## src/rtl/mem_port_arbiter.sv

```systemverilog
// mem_port_arbiter: two-requester arbiter for one shared 1-cycle synchronous memory port with bounded bursts.
module mem_port_arbiter #(
  parameter int NB        = 32,
  parameter int NB_ADDR   = 10,
  parameter int MAX_BURST = 8
) (
  input  logic               i_clk,
  input  logic               i_reset,
  input  logic               i_req_a,
  input  logic               i_req_b,
  input  logic [NB_ADDR-1:0] i_addr_a,
  input  logic [NB_ADDR-1:0] i_addr_b,
  input  logic [NB-1:0]      i_wdata_a,
  input  logic [NB-1:0]      i_wdata_b,
  input  logic               i_we_a,
  input  logic               i_we_b,
  input  logic [NB-1:0]      i_mem_rdata,
  output logic               o_gnt_a,
  output logic               o_gnt_b,
  output logic               o_sel,
  output logic [NB_ADDR-1:0] o_mem_addr,
  output logic [NB-1:0]      o_mem_wdata,
  output logic               o_mem_we,
  output logic [NB-1:0]      o_rdata_a,
  output logic [NB-1:0]      o_rdata_b,
  output logic               o_valid_a,
  output logic               o_valid_b
);
  typedef enum logic [1:0] {IDLE, OWN_A, OWN_B} state_t;
  state_t state_q, state_d;
  logic last_q, last_d;
  logic [7:0] cnt_q, cnt_d;
  logic vld_a_q, vld_a_d, vld_b_q, vld_b_d;
  logic [NB-1:0] hold_a_q, hold_a_d, hold_b_q, hold_b_d;
  logic acc_a, acc_b, sat;
  always_comb begin
    acc_a = (state_q == OWN_A) && i_req_a;
    acc_b = (state_q == OWN_B) && i_req_b;
    sat = cnt_q == 8'(MAX_BURST - 1);
    state_d = state_q;
    case (state_q)
      IDLE:  state_d = (i_req_a && i_req_b) ? (last_q ? OWN_A : OWN_B) :
                       i_req_a ? OWN_A : i_req_b ? OWN_B : IDLE;
      OWN_A: state_d = !i_req_a ? (i_req_b ? OWN_B : IDLE) : (sat && i_req_b) ? OWN_B : OWN_A;
      OWN_B: state_d = !i_req_b ? (i_req_a ? OWN_A : IDLE) : (sat && i_req_a) ? OWN_A : OWN_B;
      default: state_d = IDLE;
    endcase
    // last_q: 1 means B owned last, so a tie from IDLE goes to A
    last_d = (state_d == OWN_B) ? 1'b1 : (state_d == OWN_A) ? 1'b0 : last_q;
    cnt_d = (state_d != state_q) ? 8'd0 : ((acc_a || acc_b) && !sat) ? cnt_q + 8'd1 : cnt_q;
    vld_a_d = acc_a && !i_we_a;
    vld_b_d = acc_b && !i_we_b;
    hold_a_d = vld_a_q ? i_mem_rdata : hold_a_q;
    hold_b_d = vld_b_q ? i_mem_rdata : hold_b_q;
  end
  always_ff @(posedge i_clk) begin
    if (i_reset) begin
      state_q <= IDLE;
      last_q <= 1'b1;
      cnt_q <= 8'd0;
      vld_a_q <= 1'b0;
      vld_b_q <= 1'b0;
      hold_a_q <= '0;
      hold_b_q <= '0;
    end else begin
      state_q <= state_d;
      last_q <= last_d;
      cnt_q <= cnt_d;
      vld_a_q <= vld_a_d;
      vld_b_q <= vld_b_d;
      hold_a_q <= hold_a_d;
      hold_b_q <= hold_b_d;
    end
  end
  assign o_gnt_a = state_q == OWN_A;
  assign o_gnt_b = state_q == OWN_B;
  assign o_sel = o_gnt_b;
  assign o_mem_addr = acc_b ? i_addr_b : i_addr_a;
  assign o_mem_wdata = acc_b ? i_wdata_b : i_wdata_a;
  assign o_mem_we = acc_a ? i_we_a : acc_b ? i_we_b : 1'b0;
  assign o_valid_a = vld_a_q;
  assign o_valid_b = vld_b_q;
  assign o_rdata_a = vld_a_q ? i_mem_rdata : hold_a_q;
  assign o_rdata_b = vld_b_q ? i_mem_rdata : hold_b_q;
endmodule

```

## config.mk

```make
export PLATFORM = sky130hd
export DESIGN_NAME = mem_port_arbiter
export DESIGN_NICKNAME = d
export VERILOG_FILES = /design/src/rtl/mem_port_arbiter.sv
export SDC_FILE = /design/constraint.sdc
export NUM_CORES = 1
export LEC_CHECK = 0
export CAP_MARGIN = 10
export CORE_MARGIN = 8
export CORE_UTILIZATION = 37
export DETAILED_ROUTE_END_ITERATION = 8
export GPL_ROUTABILITY_DRIVEN = 0
export PLACE_DENSITY = 0.8
export REMOVE_ABC_BUFFERS = 1
export SYNTH_ARGS = -nofsm -noshare
export SYNTH_HDL_FRONTEND = slang
export SYNTH_SLANG_ARGS = --single-unit
```

## constraint.sdc

```tcl
create_clock -name i_clk -period 2.44 [get_ports i_clk]
set_clock_uncertainty 0.05 [all_clocks]
set_input_delay 0.366 -clock i_clk [delete_from_list [all_inputs] [get_ports i_clk]]
set_output_delay 0.366 -clock i_clk [all_outputs]
set_load 0.05 [all_outputs]
```

* Word-level counts from Yosys, hierarchy flattened *
Cells that the tools add are included.

storage, ports and cells
  bits of input ports = 122
  register bits after elaboration = 77
  logic and storage cells = 45
  output and inout bits = 112

operators by class
  $add $sub $neg = 1
  muxes and demuxes = 16
  equal/unequal tests = 6
  reduce and logical (&&, ||, !) cells = 15

operator list
  kind                                           number
  two-way mux 32 bit                             3
  two-way mux 2 bit                              8
  two-way mux 10 bit                             1
  adder 8 x 1 -> 8 bit, second input constant    1
  == test 8 x 3 -> 1 bit, second input constant  1
  logical AND 1 bit                              8
  case mux 2 bit (3 select lines)                1
  == test 2 x 1 -> 1 bit, second input constant  2
  == test 2 bit, second input constant           2
  OR reduction 2 bit                             2
  logical NOT 1 bit                              3
  two-way mux 1 bit                              3
  logical NOT 2 bit                              1
  inequality test 2 bit                          1
  logical OR 1 bit                               1

* Logic depth before layout (Yosys ltp) *
  word-level depth = 7
  mapped depth = 6
  gate-level depth less buffers = 5

* Worst setup path after synthesis *
OpenSTA, ideal clock, no wires.

  kind = reg-to-output
  start = reg state_q[0]
  end = out o_mem_we
  data arrival time = 1.879 ns
  path slack = 0.145 ns
  buffers on the path = 3
  data required time = 2.024 ns
  cell stages (with the launch flop) = 6
  cells stage by stage = dfxtp_1 > buf_4 > nand3b_2 > buf_2 > buf_2 > o22ai_1

on the way
  word-level cells in the longest chain between the ends = 4
  elaborated cells on any way between the ends = 6
  classes of those cells = eq/ne: 2; mux: 2; reduce/logical: 2

ends and longest elaborated chain
  element                   RTL line  RTL
  start: declaration        30        state_t state_q, state_d;
  start signal: assignment  66        state_q <= state_d;
  == test 2 bit             38        acc_b = (state_q == OWN_B) && i_req_b;
  logical AND 1 bit         38
  two-way mux 1 bit         80        assign o_mem_we = acc_a ? i_we_a : acc_b ? i_we_b : 1'b0;
  two-way mux 1 bit *       80
  end: declaration          23        output logic o_mem_we,

Every way passes the cells marked *; elsewhere a longest branch is shown, timed or not.

* Final worst setup path *
  start = reg state_q[0]
  end = out o_mem_addr[6]

on the way
  word-level cells in the longest chain between the ends = 3

ends and longest elaborated chain
  element             RTL line  RTL
  == test 2 bit       38
  logical AND 1 bit   38
  two-way mux 10 bit  78        assign o_mem_addr = acc_b ? i_addr_b : i_addr_a;
  end: declaration    21        output logic [NB_ADDR-1:0] o_mem_addr,

No other way between the ends.

==> out/qor.txt <==
Post-Route WL: 13800 microns
Routed vias: 3429
Primary flip-flop cell chosen by synthesis mapping: dfxtp_1
Worst Tran Pin Value: 625 ps
Total gr overflow: 0
Psw: 0.971 mW
Chip width: 117 microns
# setup viols final: 0
Type of origin of the critical path: flip-flop
CP cell instances: nand3b_2, buf_12, mux2_2, buf_4
Post-Synth Simple-Gate Area: 0.163
Register bit count reported by yosys: 77
Sw frac: 0.289
Mux cell area share after synthesis: 0.320
Drt first pass iters: 4
Vias per inst: 4.86
Synthesized area: 0.00376 sq mm
Slew headroom: 0.582
I/O pins: 234
Final setup margin: 187 ps
Avg Cell Area, Syn: 11.1 sq um
Fin cells: 705
Async set or reset register ratio after synthesis: 0
CTS Sinks: 77
Hold Crit Class: primary input to flip-flop
Compound-gate portion of the synthesized area: 0.0523
Crit-path max FO: 52
Area grow syn2layout: 87.5%
Part of the power in combinational logic: 0.266
Initial core utilization: 0.383
Seq/Total Area, Yosys: 0.410
Adder-cell area share of the yosys netlist: 0.00333
Largest net degree at the start of global routing: 53
Period utilization: 0.923
Post-place setup slack: 225 ps
First-pass GRT wire length: 20700 microns
ANT nets after route: 0
# hold bufs at CTS: 0
Clk slew on worst S/H paths: 80 ps
Max Cap Viol: 0
Post-layout minimum cycle time: 2250 ps
Post-layout nets: 690
Skew-Pair Late Insertion Delay: 350 ps
Yosys top cell area share: 0.410
Crit path largest cell delay: 440 ps
Fin. Hold Viols: 0
Layout cell share with drive strength beyond 1: 0.442
CTS Buf Count: 9
Die height: 117 microns
P_leak: 2.84 nW
Cells after DPL: 689
FF-to-FF setup slack: 310 ps
Post-CTS setup buffer count: 0
Hold Slack: 364 ps
TritonCTS clock tree: done
Gr usage total: 0.200
Syn Inst Count: 337
Slew Viols, Final: 0
Fillcell total: 706
CTS Root Cell: clkbuf_8
Power Density: 476 mW/mm^2
Internal: 2.38 mW
Post-route DRC: 0
Synth area leaders: dfxtp_1 (41%), mux2_2 (32%), nor2b_1 (11%)
Clk pwr share: 0.351
Number of flops mapped to enable cells by yosys: 0
Initial antenna violation count: 0
Worst EP arrival: 1840 ps
Row count: 36
Die area: 0.0136 sq mm
WP data required: 2020 ps
Worst VDD drop: 0.276 mV
Ant. Diodes: 0
Xor/xnor share of the synthesized area: 0.0163
1st-iter DRT viols: 108
Core ar.: 0.00982 sq mm
Slowest CP cell: dfxtp_2
Critical path type: flip-flop to output pin
Status: finished, final reports clean
Htree depth: 3
Yosys warning total: 0
Largest family of logic cells by synthesized area: multiplexers
Post-DP HPWL: 11100 microns
Flop pwr share: 0.383
Post-synthesis cell type count: 39
Max Clk Rate: 444 MHz
PortBufs: 233
RSZ-0062 raised after global routing: no
Post-synth top area cell: dfxtp_1
Routed WL per cell: 19.6 microns
Number of global-route vias before repair: 3755
CP Capture Type: output pin
CTS Buffer Depth: 2
synth_stat cells (all sizes together) (3+ instances only):
cell,number
a211oi,4
dfxtp,77
nand3b,3
nor3,3
nand3,4
a221oi,3
clkbuf,10
nor4,8
nor2,3
buf,14
xnor2,7
nor2b,66
mux2,106
nand2,5
inv,6
cell usage in the layout (no fill, tap or decap), types with 4 or more instances in the layout:
cell	instances
dfxtp_1	76
clkdlybuf4s50_1	122
xnor2_1	7
buf_12	68
clkbuf_8	9
inv_1	6
buf_4	52
mux2_2	106
a211oi_1	4
nand2_1	5
nor4_1	8
nor2b_1	66
power by group through the flow:
stage / combinational (mW) / sequential, mW / clock, mW
6_report: 0.894 / 1.28 / 1.18
5_1_grt: 0.932 / 1.29 / 1.26
4_1_cts: 0.901 / 1.28 / 1.20
3_5_place_dp: 0.897 / 1.31 / 0
3_3_place_gp: 0.884 / 1.31 / 0
2_1_floorplan: 0.435 / 1.32 / 0
cell families (layout without fill, tap and decap cells):
logic type	after synthesis	count (layout)
flops	77	77
buf+inv	30	265
xor+xnor	7	7
fa+ha+maj	1	1
mux	107	107
simple gates	95	95
compound gates	20	20
sequential cells by signal (all words and copies together), names as in the netlist:
name / flops
cnt_q: 8
hold_a_q: 32
hold_b_q: 32
last_q: 1
o_valid_a: 1
o_valid_b: 1
state_q: 2
worst max-delay path: cells and delay by family (launching register included):
family	cells	cell delay [ps]
buf+inv	2	450
flops	1	440
mux	1	380
simple gates	1	180
per-layer routing:
layer,global-route usage,up-vias,routed length [microns]
met4,0.0725,0,267
met5,0,-,0
met3,0.0734,18,1460
met1,0.192,1602,4750
li1,-,1638,-
met2,0.381,171,7340
metrics by stage:
step	cell area (sq um)	setup TNS [ps]	util	power (mW)
after floorplan	3650	-335	-	1.75
after global placement	6800	0	0.692	2.20
after detailed placement	6800	0	0.692	2.21
after CTS	7040	0	0.717	3.39
after global routing	7040	0	0.717	3.48
final	7040	0	0.717	3.36
repair_timing:
action / CTS / global route
setup endpoints to repair: 0 / 26
gates resized for setup: 0 / 1
hold endpoints to repair: 0 / 0
layout make-up:
cell class	count	area, sq um	area share
multi-input cells	230	2090	0.296
well taps	133	166	0.0236
repair buffers	243	2980	0.423
flip-flops and latches	77	1540	0.219
clock buffers	9	124	0.0176
clock inverters	7	121	0.0172
inverters	6	22.5	0.00320
path summary, 6_finish.rpt:
path | startpoint | depth (start not counted) | end
worst max-delay path | state_q[0] | 4 | o_mem_addr[6]
worst min-delay path | i_reset | 2 | hold_a_q[8]
worst max register to register | cnt_q[0] | 5 | cnt_q[6]
worst min register to register | last_q | 2 | last_q
Power figures use the tool's default switching activity.
